`config.mk`:
```
export PLATFORM = sky130hd
export DESIGN_NAME = alu_issue_unit
export DESIGN_NICKNAME = d
export VERILOG_FILES = /design/src/rtl/alu_issue_unit.sv
export SDC_FILE = /design/constraint.sdc
export NUM_CORES = 1
export LEC_CHECK = 0
export CORE_UTILIZATION = 58
export CTS_BUF_LIST = sky130_fd_sc_hd__clkbuf_4 sky130_fd_sc_hd__clkbuf_8 sky130_fd_sc_hd__clkbuf_16
export DETAILED_ROUTE_END_ITERATION = 16
export PLACE_DENSITY = 0.84
export SLEW_MARGIN = 10
export SYNTH_ARGS = -nofsm -noshare
export SYNTH_HDL_FRONTEND = slang
export SYNTH_SLANG_ARGS = --single-unit
```
`constraint.sdc`:
```
create_clock -name clk -period 5.4 [get_ports clk]
set_input_delay 1.08 -clock clk [delete_from_list [all_inputs] [get_ports clk]]
set_output_delay 1.08 -clock clk [all_outputs]
set_load 0.01 [all_outputs]
```
`src/rtl/alu_issue_unit.sv`:
```
// Command front end for the 4-bit ALU: a command FIFO, an issue register that drives the ALU,
// and a response register that captures result and flags behind a valid/ready handshake.
module alu_issue_unit #(
    parameter int DEPTH = 4,
    parameter int TAGW  = 2
) (
    input  logic                    clk,
    input  logic                    rst,
    input  logic                    cmd_valid,
    output logic                    cmd_ready,
    input  logic [2:0]              cmd_func,
    input  logic [3:0]              cmd_a,
    input  logic [3:0]              cmd_b,
    input  logic [TAGW-1:0]         cmd_tag,
    output logic [3:0]              alu_a,
    output logic [3:0]              alu_b,
    output logic [3:0]              alu_op,
    output logic                    alu_less,
    input  logic [3:0]              alu_result,
    input  logic                    alu_cout,
    input  logic                    alu_set,
    output logic                    rsp_valid,
    input  logic                    rsp_ready,
    output logic [3:0]              rsp_result,
    output logic                    rsp_zero,
    output logic                    rsp_carry,
    output logic                    rsp_ovf,
    output logic                    rsp_err,
    output logic [TAGW-1:0]         rsp_tag,
    output logic [$clog2(DEPTH):0]  fifo_count
);
    localparam int PW = $clog2(DEPTH);
    localparam int CW = PW + 1;
    localparam int EW = 3 + 4 + 4 + TAGW;

    localparam logic [2:0] F_AND = 3'b000;
    localparam logic [2:0] F_OR  = 3'b001;
    localparam logic [2:0] F_ADD = 3'b010;
    localparam logic [2:0] F_SUB = 3'b011;
    localparam logic [2:0] F_SLT = 3'b100;
    localparam logic [2:0] F_NOR = 3'b101;

    function automatic logic [3:0] decode_op(input logic [2:0] f);
        case (f)
            F_AND:   return 4'b0000;
            F_OR:    return 4'b0001;
            F_ADD:   return 4'b0010;
            F_SUB:   return 4'b0110;
            F_SLT:   return 4'b0111;
            F_NOR:   return 4'b1100;
            default: return 4'b0000;
        endcase
    endfunction

    function automatic logic add_ovf(input logic [3:0] a, input logic [3:0] b, input logic [3:0] r);
        return (a[3] == b[3]) && (r[3] != a[3]);
    endfunction

    function automatic logic sub_ovf(input logic [3:0] a, input logic [3:0] b, input logic [3:0] r);
        return (a[3] != b[3]) && (r[3] != a[3]);
    endfunction

    logic [EW-1:0]   fifo_mem [DEPTH];
    logic [PW-1:0]   wr_ptr, rd_ptr;
    logic [CW-1:0]   count_p0;
    logic [EW-1:0]   head_p0;
    logic            push, pop, s2_load;

    logic            vld_p1;
    logic [2:0]      func_p1;
    logic [3:0]      a_p1, b_p1, op_p1;
    logic [TAGW-1:0] tag_p1;

    logic            vld_p2, zero_p2, carry_p2, ovf_p2, err_p2;
    logic [3:0]      result_p2;
    logic [TAGW-1:0] tag_p2;

    logic [3:0]      res_c;
    logic            carry_c, ovf_c, err_c;

    assign cmd_ready = (count_p0 != CW'(DEPTH));
    assign push      = cmd_valid && cmd_ready;
    assign s2_load   = vld_p1 && (!vld_p2 || rsp_ready);
    assign pop       = (count_p0 != '0) && (!vld_p1 || s2_load);
    assign head_p0   = fifo_mem[rd_ptr];

    // p0: command FIFO
    always_ff @(posedge clk or posedge rst) begin
        if (rst) begin
            wr_ptr   <= '0;
            rd_ptr   <= '0;
            count_p0 <= '0;
        end else begin
            if (push) wr_ptr <= wr_ptr + PW'(1);
            if (pop)  rd_ptr <= rd_ptr + PW'(1);
            case ({push, pop})
                2'b10:   count_p0 <= count_p0 + CW'(1);
                2'b01:   count_p0 <= count_p0 - CW'(1);
                default: count_p0 <= count_p0;
            endcase
        end
    end

    always_ff @(posedge clk) begin
        if (push) fifo_mem[wr_ptr] <= {cmd_func, cmd_a, cmd_b, cmd_tag};
    end

    // p1: issue register, drives the ALU
    always_ff @(posedge clk or posedge rst) begin
        if (rst) begin
            vld_p1  <= 1'b0;
            func_p1 <= '0;
            a_p1    <= '0;
            b_p1    <= '0;
            op_p1   <= '0;
            tag_p1  <= '0;
        end else if (pop) begin
            vld_p1                         <= 1'b1;
            {func_p1, a_p1, b_p1, tag_p1}  <= head_p0;
            op_p1                          <= decode_op(head_p0[EW-1 -: 3]);
        end else if (s2_load) begin
            vld_p1 <= 1'b0;
        end
    end

    assign alu_a    = a_p1;
    assign alu_b    = b_p1;
    assign alu_op   = op_p1;
    assign alu_less = 1'b0;

    // SLT ignores the ALU's upper bits; the sign of a-b is corrected for overflow here.
    always_comb begin
        res_c   = alu_result;
        carry_c = 1'b0;
        ovf_c   = 1'b0;
        err_c   = 1'b0;
        case (func_p1)
            F_AND, F_OR, F_NOR: begin
            end
            F_ADD: begin
                carry_c = alu_cout;
                ovf_c   = add_ovf(a_p1, b_p1, alu_result);
            end
            F_SUB: begin
                carry_c = alu_cout;
                ovf_c   = sub_ovf(a_p1, b_p1, alu_result);
            end
            F_SLT: begin
                res_c = {3'b000, alu_set ^ sub_ovf(a_p1, b_p1, {alu_set, 3'b000})};
            end
            default: begin
                res_c = 4'b0000;
                err_c = 1'b1;
            end
        endcase
    end

    // p2: response register
    always_ff @(posedge clk or posedge rst) begin
        if (rst) begin
            vld_p2    <= 1'b0;
            result_p2 <= '0;
            zero_p2   <= 1'b0;
            carry_p2  <= 1'b0;
            ovf_p2    <= 1'b0;
            err_p2    <= 1'b0;
            tag_p2    <= '0;
        end else if (s2_load) begin
            vld_p2    <= 1'b1;
            result_p2 <= res_c;
            zero_p2   <= (res_c == 4'b0000);
            carry_p2  <= carry_c;
            ovf_p2    <= ovf_c;
            err_p2    <= err_c;
            tag_p2    <= tag_p1;
        end else if (rsp_ready) begin
            vld_p2 <= 1'b0;
        end
    end

    assign rsp_valid  = vld_p2;
    assign rsp_result = result_p2;
    assign rsp_zero   = zero_p2;
    assign rsp_carry  = carry_p2;
    assign rsp_ovf    = ovf_p2;
    assign rsp_err    = err_p2;
    assign rsp_tag    = tag_p2;
    assign fifo_count = count_p0;

endmodule
```
==> metrics.md <==
| Metric | Value |
|---|---|
| Buffers plus inverters on the worst setup path | 4 |
| Final hold violations | 0 |
| CP delay by family, top | buffers and inverters |
| # clock sinks | 88 |
| CTS root buffer | clkbuf_8 |
| Status | completed |
| Max VDD drop | 0.2554 mV |
| Crit path max fanout | 22 |
| Setup crit end kind | flop |
| YS warnings | 0 |
| Reg area | 0.002462 mm² |
| Area Growth Syn to Fin | 21.25% |
| Setup Viol. Count Final | 0 |
| Vias | 2049 |
| Hold Path Cell Cnt | 2 |
| Htree depth | 3 |
| Drc violations | 0 |
| Port Buf Inserts | 49 |
| Post-synth EDFFs | 52 |
| Resized Gates After CTS | 0 |
| Placed Area | 0.004114 mm² |
| First-pass DRT Iterations | 4 |
| Starting density of the core | 60.08% |
| Detail Route Antenna Nets | 0 |
| RSZ-0062 raised after global routing | no |
| Share of the yosys chip area belonging to registers | 69.22% |
| Reg2Reg Depth | 6 |
| CTS tree | yes |
| PwrDens | 550.3 mW/mm² |
| Number of global-route vias before repair | 1942 |
| Tot GR Track Use | 20.53% |
| Clk slew on worst S/H paths | 0.09 ns |
| Hpwl dp | 4.037 mm |
| Area of the multi-input gates | 0.001007 mm² |
| Max Cap Viol | 0 |
| CP required | 5.68 ns |
| Crit path cell chain | clkdlybuf4s50_1 -> nand3b_1 -> o31ai_2 -> buf_4 -> inv_1 -> ha_1 -> inv_1 -> fa_1 -> xor2_1 -> nor2_1 -> xor2_1 |
| Synth Flop Type | edfxtp_1 |
| Core ar. | 0.005921 mm² |
| # IOs | 51 |
| Slowest CP cell | clkdlybuf4s50_1 |
| Fin util | 72.84% |
| Reg2reg end | alu_op[0] |
| R2r setup slk | 2.89 ns |
| Fmax | 0.3178 GHz |
| Arr. time, crit path | 3.43 ns |
| Worst hold start | rsp_err |
| Total congestion overflow | 0 |
| Die Wd | 80.32 µm |
| Total CTS buffers | 9 |
| Syn Area/Cell | 15.14 µm² |
| Reg2Reg Launch Point | rd_ptr[0] |
| Fin Clk Skew | 0.01199 ns |
| Routed wire per std cell | 16.04 µm |
| Final wirelength | 5.920 mm |
| Hold EP | rsp_err |
| Vias per inst | 5.553 |
| CTS max path bufs | 2 |
| Pleak | 1.689 nW |
| Post-Layout Inst Area | 0.004313 mm² |
| Cell Count Post-Placement | 353 |
| Hold buffers post-CTS | 0 |
| Crit path largest cell delay | 0.46 ns |
| Slew Limit Fails | 0 |
| # diodes | 0 |
| Flops & latches, synth | 88 |
| FP Rows | 28 |
| Initial antenna violation count | 0 |
| Power consumption | 0.002374 W |
| Synth async-reset ratio | 40.91% |
| Die Ht | 80.32 µm |
| Crit Path Class | in2reg |
| Clock latency on the worst-skew pair | 0.35 ns |
| Layout Cells excl Fill | 369 |
| Post-Syn Area | 0.003557 mm² |
| Hold WC Path Type | reg2reg |
| Startpoint class of the critical path | input port |
| Fillers | 391 |
| Setup TNS | 0 ns |
| Worst-Margin Slew | 0.8729 ns |
| Mapped Cells | 235 |
| GP Congestion | 0.7518 |
| Distinct cells, synth | 36 |
| First DRT Iteration DRCs | 144 |
| Pin count of the biggest net entering global routing | 37 |
| Period minus WS final | 3.147 ns |
| Post-CTS Setup Bufs | 0 |
| Syn nets | 266 |
| Die footprint | 0.006451 mm² |
| Fin crit share | 58.28% |
| Slew margin rel. | 41.80% |
| First-pass GRT wire length | 9.549 mm |
| Share of cells above drive strength 1 | 11.56% |
| NumNets Final | 320 |
sequential cells by signal, indices dropped and copies added, names as in the netlist:
signal      flops
rd_ptr          2
rsp_zero        1
vld_p1          1
rsp_ovf         1
rsp_err         1
wr_ptr          2
alu_a           4
tag_p1          2
fifo_mem       52
rsp_tag         2
rsp_valid       1
rsp_result      4
rsp_carry       1
fifo_count      3
alu_b           4
alu_op          4
func_p1         3
metal layers:
metal,global-route usage (%),up-vias,part of all wire (%)
met1,29.03,1013,46
met3,4.545,10,4.4
met4,8.929,0,1.6
met5,0,-,0
met2,30.94,71,48
li1,-,955,-
layout make-up:
cell class              count  area share [%]
multi-input cells         127           23.35
inverters                  12           1.044
clock buffers              10           3.046
well taps                  75           2.176
clock inverters             6           1.567
repair buffers             51           11.72
flip-flops and latches     88           57.09
cells in the final DEF (no fill, tap or decap), types with 2 or more instances in the layout:
cell type / count
a21oi_1: 2
a22o_1: 4
and3_1: 4
buf_4: 2
clkbuf_8: 9
clkdlybuf4s50_1: 49
clkinvlp_4: 2
dfrtp_1: 36
edfxtp_1: 52
ha_1: 7
inv_1: 12
inv_6: 2
mux2_2: 3
mux2i_1: 3
mux4_1: 2
mux4_2: 11
nand2_1: 46
nand2b_1: 5
nand3_1: 2
nand3b_1: 4
nor2_1: 3
nor3_1: 2
o21ai_0: 8
o21ai_1: 2
xnor2_1: 5
xor2_1: 2
Yosys cell counts (4+ instances only):
library cell,n,area [µm²]
a22o_1,4,35.03
and3_1,4,25.02
dfrtp_1,36,900.9
edfxtp_1,52,1562
ha_1,7,87.58
inv_1,12,45.04
mux4_2,11,247.7
nand2_1,46,172.7
nand2b_1,5,31.28
nand3b_1,4,30.03
o21ai_0,8,40.04
xnor2_1,5,43.79
report_power, final:
group | internal (W) | switching, W | total [W]
clock | 0.000221 | 0.000226 | 0.000447
sequential | 0.000928 | 0.000167 | 0.00109
combinational | 0.000444 | 0.000389 | 0.000832
total | 0.00159 | 0.000781 | 0.00237
worst register-to-register path: stages (launching register included):
cell and delay, ns:
dfrtp_1 0.92, mux4_2 0.69, inv_1 0.12, ha_1 0.28, nor3b_2 0.22, o21ai_1 0.10
o21ai_1 0.11
metrics by stage:
stage | setup WS, ns | hold WS (ns)
global route | 2.064 | 0.5112
floorplan | 2.579 | 0.4418
global placement | 1.913 | 0.4544
detailed placement | 1.861 | 0.4619
CTS | 2.235 | 0.4902
finish | 2.253 | 0.4868
worst max path at each step:
stage | depth (start not counted) | slack [ns] | start | to
floorplan | 10 | 2.58 | rsp_ready | fifo_count[2]
global placement | 11 | 1.91 | rsp_ready | fifo_count[2]
detailed placement | 11 | 1.86 | rsp_ready | fifo_count[2]
CTS | 11 | 2.23 | rsp_ready | fifo_count[2]
global route | 11 | 2.06 | rsp_ready | fifo_count[2]
finish | 11 | 2.25 | rsp_ready | fifo_count[2]
kinds of logic (layout without fill, tap and decap cells):
family / Yosys count / in the layout / synth area share (%)
DFF: 88 / 88 / 69.22
and+or+nand+nor: 70 / 70 / 9.075
AOI/OAI and AO/OA: 21 / 21 / 3.729
buffers and inverters: 20 / 79 / 2.603
muxes: 19 / 19 / 10.24
adders and majority gates: 9 / 9 / 3.306
xor gates and xnor gates: 7 / 7 / 1.724
other: 1 / 1 / 0.1054
Note: power is estimated with default switching activity, not from simulation.
